--- src/rtl/uart_tx_processor_pkg.sv ---
// Shared UART line definitions: state encodings, framing limits and config helpers.
// Used by both the transmit and receive processors.
package uart_tx_processor_pkg;

    localparam int unsigned OVERSAMPLE = 16;
    localparam int unsigned MIN_LEN    = 5;
    localparam int unsigned MAX_LEN    = 9;

    typedef enum logic [2:0] {
        ST_IDLE   = 3'd0,
        ST_START  = 3'd1,
        ST_DATA   = 3'd2,
        ST_PARITY = 3'd3,
        ST_STOP   = 3'd4
    } uart_state_e;

    typedef enum logic {
        PAR_EVEN = 1'b0,
        PAR_ODD  = 1'b1
    } parity_type_e;

    // Line configuration captured once per frame.
    typedef struct packed {
        logic [3:0] len;
        logic       par_en;
        logic       par_bit;
        logic       stop2;
    } frame_cfg_t;

    function automatic logic [3:0] clamp_len(input logic [3:0] len);
        if (len < 4'(MIN_LEN)) return 4'(MIN_LEN);
        if (len > 4'(MAX_LEN)) return 4'(MAX_LEN);
        return len;
    endfunction

    // XOR of the first len data bits, inverted for odd parity.
    function automatic logic calc_parity(input logic [8:0] data, input logic [3:0] len,
                                         input parity_type_e ptype);
        logic p;
        p = (ptype == PAR_ODD);
        for (int i = 0; i < 9; i++) begin
            if (4'(i) < len) p = p ^ data[i];
        end
        return p;
    endfunction

endpackage

--- src/rtl/uart_bit_timer.sv ---
// Bit-period timer: free-runs 0..OVERSAMPLE-1 while not cleared and flags the
// final cycle of every bit period. Shared by the transmit and receive paths.
module uart_bit_timer
    import uart_tx_processor_pkg::*;
#(
    parameter int unsigned OVERSAMPLE_CYC = OVERSAMPLE
) (
    input  logic clk,
    input  logic rst_n,
    input  logic clear_i,
    output logic bit_end_o
);

    localparam int unsigned CW = (OVERSAMPLE_CYC > 1) ? $clog2(OVERSAMPLE_CYC) : 1;
    localparam logic [CW-1:0] LAST = CW'(OVERSAMPLE_CYC - 1);

    logic [CW-1:0] cnt_q, cnt_d;

    always_comb begin
        // NOTE: next-state gets a default before any condition so no latch is inferred.
        cnt_d = cnt_q + CW'(1);
        if (clear_i || (cnt_q == LAST)) cnt_d = '0;
    end

    // NOTE: state registers use non-blocking assignments so every flop samples pre-edge values.
    always_ff @(posedge clk or negedge rst_n) begin
        if (!rst_n) cnt_q <= '0;
        else        cnt_q <= cnt_d;
    end

    assign bit_end_o = !clear_i && (cnt_q == LAST);

endmodule

--- src/rtl/uart_tx_processor.sv ---
// UART transmitter: serialises a 5..9 bit frame with optional parity and 1/2 stop
// bits, holding each bit for OVERSAMPLE cycles of the 16x-baud clock.
module uart_tx_processor
    import uart_tx_processor_pkg::*;
(
    input  logic       clk_16bd,
    input  logic       rst,
    input  logic       frame_valid,
    input  logic [8:0] frame,
    output logic       frame_ready,
    input  logic       parity,
    input  logic       parity_type,
    input  logic       stop_bits,
    input  logic [3:0] frame_length,
    output logic       Tx,
    output logic       busy,
    output logic       tx_done
);

    uart_state_e state_q;
    frame_cfg_t  cfg_q;
    frame_cfg_t  load_cfg;
    logic [8:0]  shift_q;
    logic [3:0]  bit_cnt_q;
    logic        tx_q;
    logic        busy_q;

    logic bit_end;
    logic last_stop;
    logic frame_end;
    logic accept;

    uart_bit_timer #(.OVERSAMPLE_CYC(OVERSAMPLE)) u_bit_timer (
        .clk       (clk_16bd),
        .rst_n     (rst),
        .clear_i   (state_q == ST_IDLE),
        .bit_end_o (bit_end)
    );

    assign load_cfg.len     = clamp_len(frame_length);
    assign load_cfg.par_en  = parity;
    assign load_cfg.par_bit = calc_parity(frame, clamp_len(frame_length), parity_type_e'(parity_type));
    assign load_cfg.stop2   = stop_bits;

    assign last_stop   = (bit_cnt_q == {3'b000, cfg_q.stop2});
    assign frame_end   = (state_q == ST_STOP) && bit_end && last_stop;
    // Ready in the closing stop cycle lets a waiting frame start with no idle gap.
    assign frame_ready = (state_q == ST_IDLE) || frame_end;
    assign accept      = frame_valid && frame_ready;

    always_ff @(posedge clk_16bd or negedge rst) begin
        if (!rst) begin
            state_q   <= ST_IDLE;
            cfg_q     <= '0;
            shift_q   <= '0;
            bit_cnt_q <= '0;
            tx_q      <= 1'b1;
            busy_q    <= 1'b0;
        end else begin
            case (state_q)
                ST_IDLE: begin
                    if (accept) begin
                        cfg_q     <= load_cfg;
                        shift_q   <= frame;
                        bit_cnt_q <= '0;
                        state_q   <= ST_START;
                        tx_q      <= 1'b0;
                        busy_q    <= 1'b1;
                    end
                end
                ST_START: begin
                    if (bit_end) begin
                        state_q <= ST_DATA;
                        tx_q    <= shift_q[0];
                    end
                end
                ST_DATA: begin
                    if (bit_end) begin
                        shift_q <= shift_q >> 1;
                        if (bit_cnt_q == cfg_q.len - 4'd1) begin
                            bit_cnt_q <= '0;
                            state_q   <= cfg_q.par_en ? ST_PARITY : ST_STOP;
                            tx_q      <= cfg_q.par_en ? cfg_q.par_bit : 1'b1;
                        end else begin
                            bit_cnt_q <= bit_cnt_q + 4'd1;
                            tx_q      <= shift_q[1];
                        end
                    end
                end
                ST_PARITY: begin
                    if (bit_end) begin
                        state_q   <= ST_STOP;
                        bit_cnt_q <= '0;
                        tx_q      <= 1'b1;
                    end
                end
                ST_STOP: begin
                    if (bit_end) begin
                        if (!last_stop) begin
                            bit_cnt_q <= bit_cnt_q + 4'd1;
                        end else if (accept) begin
                            cfg_q     <= load_cfg;
                            shift_q   <= frame;
                            bit_cnt_q <= '0;
                            state_q   <= ST_START;
                            tx_q      <= 1'b0;
                        end else begin
                            bit_cnt_q <= '0;
                            state_q   <= ST_IDLE;
                            tx_q      <= 1'b1;
                            busy_q    <= 1'b0;
                        end
                    end
                end
                default: begin
                    state_q <= ST_IDLE;
                    tx_q    <= 1'b1;
                    busy_q  <= 1'b0;
                end
            endcase
        end
    end

    assign Tx      = tx_q;
    assign busy    = busy_q;
    assign tx_done = frame_end;

endmodule

--- config.mk ---
export PLATFORM = sky130hd
export DESIGN_NAME = uart_tx_processor
export DESIGN_NICKNAME = d
export VERILOG_FILES = /design/src/rtl/uart_tx_processor_pkg.sv /design/src/rtl/uart_bit_timer.sv /design/src/rtl/uart_tx_processor.sv
export SDC_FILE = /design/constraint.sdc
export NUM_CORES = 1
export LEC_CHECK = 0
export ABC_AREA = 1
export BUFFER_PORTS_ARGS = -buffer_cell sky130_fd_sc_hd__buf_2
export CAP_MARGIN = 20
export CORE_MARGIN = 8
export CORE_UTILIZATION = 45
export CTS_CLUSTER_DIAMETER = 200
export DETAILED_ROUTE_END_ITERATION = 10
export MAX_ROUTING_LAYER = met4
export PLACE_DENSITY_LB_ADDON = 0.12
export SETUP_SLACK_MARGIN = 0.1
export SLEW_MARGIN = 20
export SYNTH_ARGS = -nofsm -noshare
export SYNTH_HDL_FRONTEND = slang
export SYNTH_HIERARCHICAL = 1
export SYNTH_SLANG_ARGS = --single-unit
--- constraint.sdc ---
create_clock -name clk_16bd -period 1.9 [get_ports clk_16bd]
set_clock_uncertainty 0.05 [all_clocks]
set_input_delay 0.095 -clock clk_16bd [delete_from_list [all_inputs] [get_ports clk_16bd]]
set_output_delay 0.095 -clock clk_16bd [all_outputs]
set_load 0.03 [all_outputs]
==> results summary <==
The TritonCTS clock tree is yes. Summed over all nets, wire length on met3 after detailed routing comes to around 160 um. In this run, synthesis produced a sequential element count of 29.

Buffers inserted during clock tree synthesis total 5. The count of flip-flops with a built-in enable after synthesis came out at 0. In this design, the stage delay of the slowest critical-path cell is 0.38 ns.

The placer congestion estimate is between 0.8 and 0.9. Summing internal, switching and leakage power gives around 1200 uW. The critical path arrival is 1.93 ns. CTS built an H-tree with a depth of 2.

The clock latency reported for the late side of the worst-skew pair came out at 0.28 ns. The clock period minus worst slack came out at 1.78 ns. The floorplan has 23 rows.

The via-per-instance ratio came out at 4.86. In the post-synthesis netlist, the biggest area contributors are dfrtp_1, nand2_1, inv_1, o21ai_0, nand3_1. Summed over all nets, wire length on met2 after detailed routing comes to 1910 um. In the synthesized netlist, the number of instances is 275. The share of the synthesized area in the top cell type came out at 0.376. After the flow finishes, the layout carries non-filler instances totaling about 380. The worst setup path is launched from a flip-flop. The violation count after the first detailed-routing iteration is 70. The critical path goes through nor2_2, nand2_2, inv_2, nor3_2, inv_1, nor2_1, nand2_1, nand2_4, nand2_4, a21boi_4, buf_6, buf_12, nand2_1, o21ai_1. The largest individual stage delay along the critical path comes from the cell dfrtp_1. The total global-route track usage came out at 0.137.

After detailed routing, the average wire length per cell comes to 11.0 um. The tool flagged a number of max-cap violations equal to 0. The endpoint class of the critical path is a flip-flop. The tightest min-delay check is of the in -> reg type. The initial core utilization came out at 0.466. The actual transition at the worst max-transition pin came out at 0.640 ns. The setup TNS after final layout came out at 0 ns. In the synthesized netlist the dominant register cell turns out to be dfrtp_1. The x dimension of the die came out at 80.3 um. The final number of max-transition violations was 0. For this run, the number of Yosys warnings is 6.

The number of nets handed over by synthesis was 297. The maximum clock rate came out at 563 MHz. During placement, the flow inserted port buffers numbering 22. The cell type with the largest total area after synthesis is dfrtp_1.

The worst voltage drop across the vdd grid came out at 0.355 mV. The final number of setup-violating endpoints came out at 0. The height of the chip came out at 80.3 um. During I/O placement, the number of pins put on the boundary was 23.

Once detailed placement completed, the half-perimeter wirelength came to 3060 um. The post-placement cell area is ~0.0021 mm2. The master cell of the clock root buffer is clkbuf_8.

The highest metal layer carrying signal wires in the routed design is met4. The via count of the first global-routing pass is approximately 1600. The core region is roughly 0.0040 mm2. The number of distinct library cell variants in the gate-level netlist after synthesis is 27. The fraction of layout cells with a size suffix above 1 came out at 0.246. The remaining antenna violation count after routing came out at 0. In the final routing, the length of wire on met1 measures 1980 um. The area of combinational cells with multiple inputs came out at 0.00101 mm2. The maximum number of pins on one net before global-route repair came out at 30.

The power density of the placed cells is 494 mW/mm2. The period utilization is 0.936. The final route contains 1824 vias. The area growth from synthesis to layout is 28.3%. The die covers 0.00646 mm2. The relative slew slack is 0.574. The worst setup path category is reg -> reg. The maximum fanout count along the critical path is 8. The diode insertion count for antenna repair came out at 0.

After the last flow step, the layout net total stands at roughly 350. The count of endpoints failing hold in the final timing report is 0. The clock-pin slew on the worst setup and hold paths came out at 0.06 ns. The final core utilization is 0.597. The count of placed standard cells including taps is approximately 350.

The number of clock sinks came out at 29. Setup repair after global routing could not meet its margin everywhere. The number of fillers in the final layout came out at 375. The wire length of the first global-routing pass came out at 6890 um. The first-pass iteration count of the detailed router is 4.

In the final layout, flip-flops and latches occupy 727 um2. The leakage power figure came out at 0.00126 uW. The initial antenna violation count was 0. Summed over all layers, the routed wires come to 4110 um. In this run the mean area of a mapped cell was 6.77 um2. The share of the yosys chip area belonging to registers is 0.390. The worst path required time is about 2.1 ns. The clock passes through at most 2 buffers.

After synthesis, the share of flip-flops with an asynchronous set or reset is 1.00. The remaining global-route overflow is 0. The run finished with clean final reports. In the routed design, unresolved DRC markers number 0. With fillers left out, the area of the finished cells amounts to 0.00239 mm2. The cell area that synthesis handed to floorplanning was 0.00186 mm2.
[per-layer routing]
layer	vias up	global-route usage
met5	-	-
li1	957	-
met4	0	0.0564
met3	6	0.0402
met1	821	0.167
met2	40	0.205
[stage by stage]
stage / hold WS (ns) / worst slack, ns
finish: 0.0483 / 0.122
global route: 0.0603 / -0.0452
CTS: 0.0384 / 0.0988
detailed placement: 0.116 / -0.0297
global placement: 0.111 / 0.0351
floorplan: -0.251 / 0.0812
[worst paths after layout]
kind | startpoint | to | slack, ns | depth (start not counted)
max in group asynchronous | rst | state_q[2] | 1.06 | 2
hold / removal | frame[8] | shift_q[8] | 0.05 | 3
setup / recovery | state_q[0] | shift_q[4] | 0.12 | 14
min in group asynchronous | rst | cfg_q[4] | 0.32 | 2
setup reg to reg | state_q[0] | shift_q[4] | 0.12 | 14
hold reg to reg | busy | busy | 0.41 | 2
[cell usage after synthesis, types with 2 or more instances]
master / n
o211ai_1: 2
o21bai_1: 2
dfrtp_1: 28
inv_1: 38
ha_1: 3
nor2_1: 18
a21oi_1: 3
buf_6: 3
xor2_1: 3
nand3_1: 23
nor2_2: 2
inv_2: 2
nand2_2: 3
nand4_1: 2
nand2_1: 105
o21ai_0: 27
[power breakdown]
part           switching [uW]  internal [uW]
Sequential                  0            618
Clock                     217            259
Combinational            52.8           34.5
[cell families after synthesis]
family                     share of synthesized area
AOI/OAI and AO/OA                              0.123
adders and majority gates                     0.0201
buffers and inverters                          0.105
DFF                                            0.390
xor gates and xnor gates                      0.0141
and+or+nand+nor                                0.347
[worst max-delay path: cells and delay by family, from the launching register on]
| family | cells | cell delay [ns] |
|---|---|---|
| AO/OA/AOI/OAI | 2 | 0.23 |
| buffers and inverters | 4 | 0.34 |
| flip-flops | 1 | 0.38 |
| AND/OR/NAND/NOR | 8 | 0.71 |
[cell usage in the layout (no fill, tap or decap), types with 6 or more instances in the layout]
cell type	count
o21ai_0	19
nand3_1	23
nor2_1	16
inv_2	6
nand2_1	95
dfrtp_1	28
o21ai_1	8
buf_2	20
inv_1	33
nand2_2	9
buf_4	19
[final cells by class]
| class | count | share of cell area |
|---|---|---|
| flip-flops and latches | 29 | 0.304 |
| repair buffers | 47 | 0.148 |
| clock buffers | 8 | 0.0335 |
| inverters | 40 | 0.0649 |
| well taps | 50 | 0.0262 |
| multi-input cells | 201 | 0.423 |
[state kept, by name, indices dropped and copies added, names as in the netlist]
signal / flops
bit_cnt_q: 4
busy: 1
shift_q: 9
cfg_q: 7
Tx: 1
state_q: 3
u_bit_timer/cnt_q: 4
[timing repair]
item                                   4_1_cts  5_1_grt
hold buffers                                 3        0
gates cloned                                 1        0
resized for setup                            4       25
buffers inserted                             4        5
pin swaps                                    3        9
endpoints found under the hold margin       30        0
setup endpoints to repair                   13       26
No activity file was read; power rests on OpenSTA's default activity.
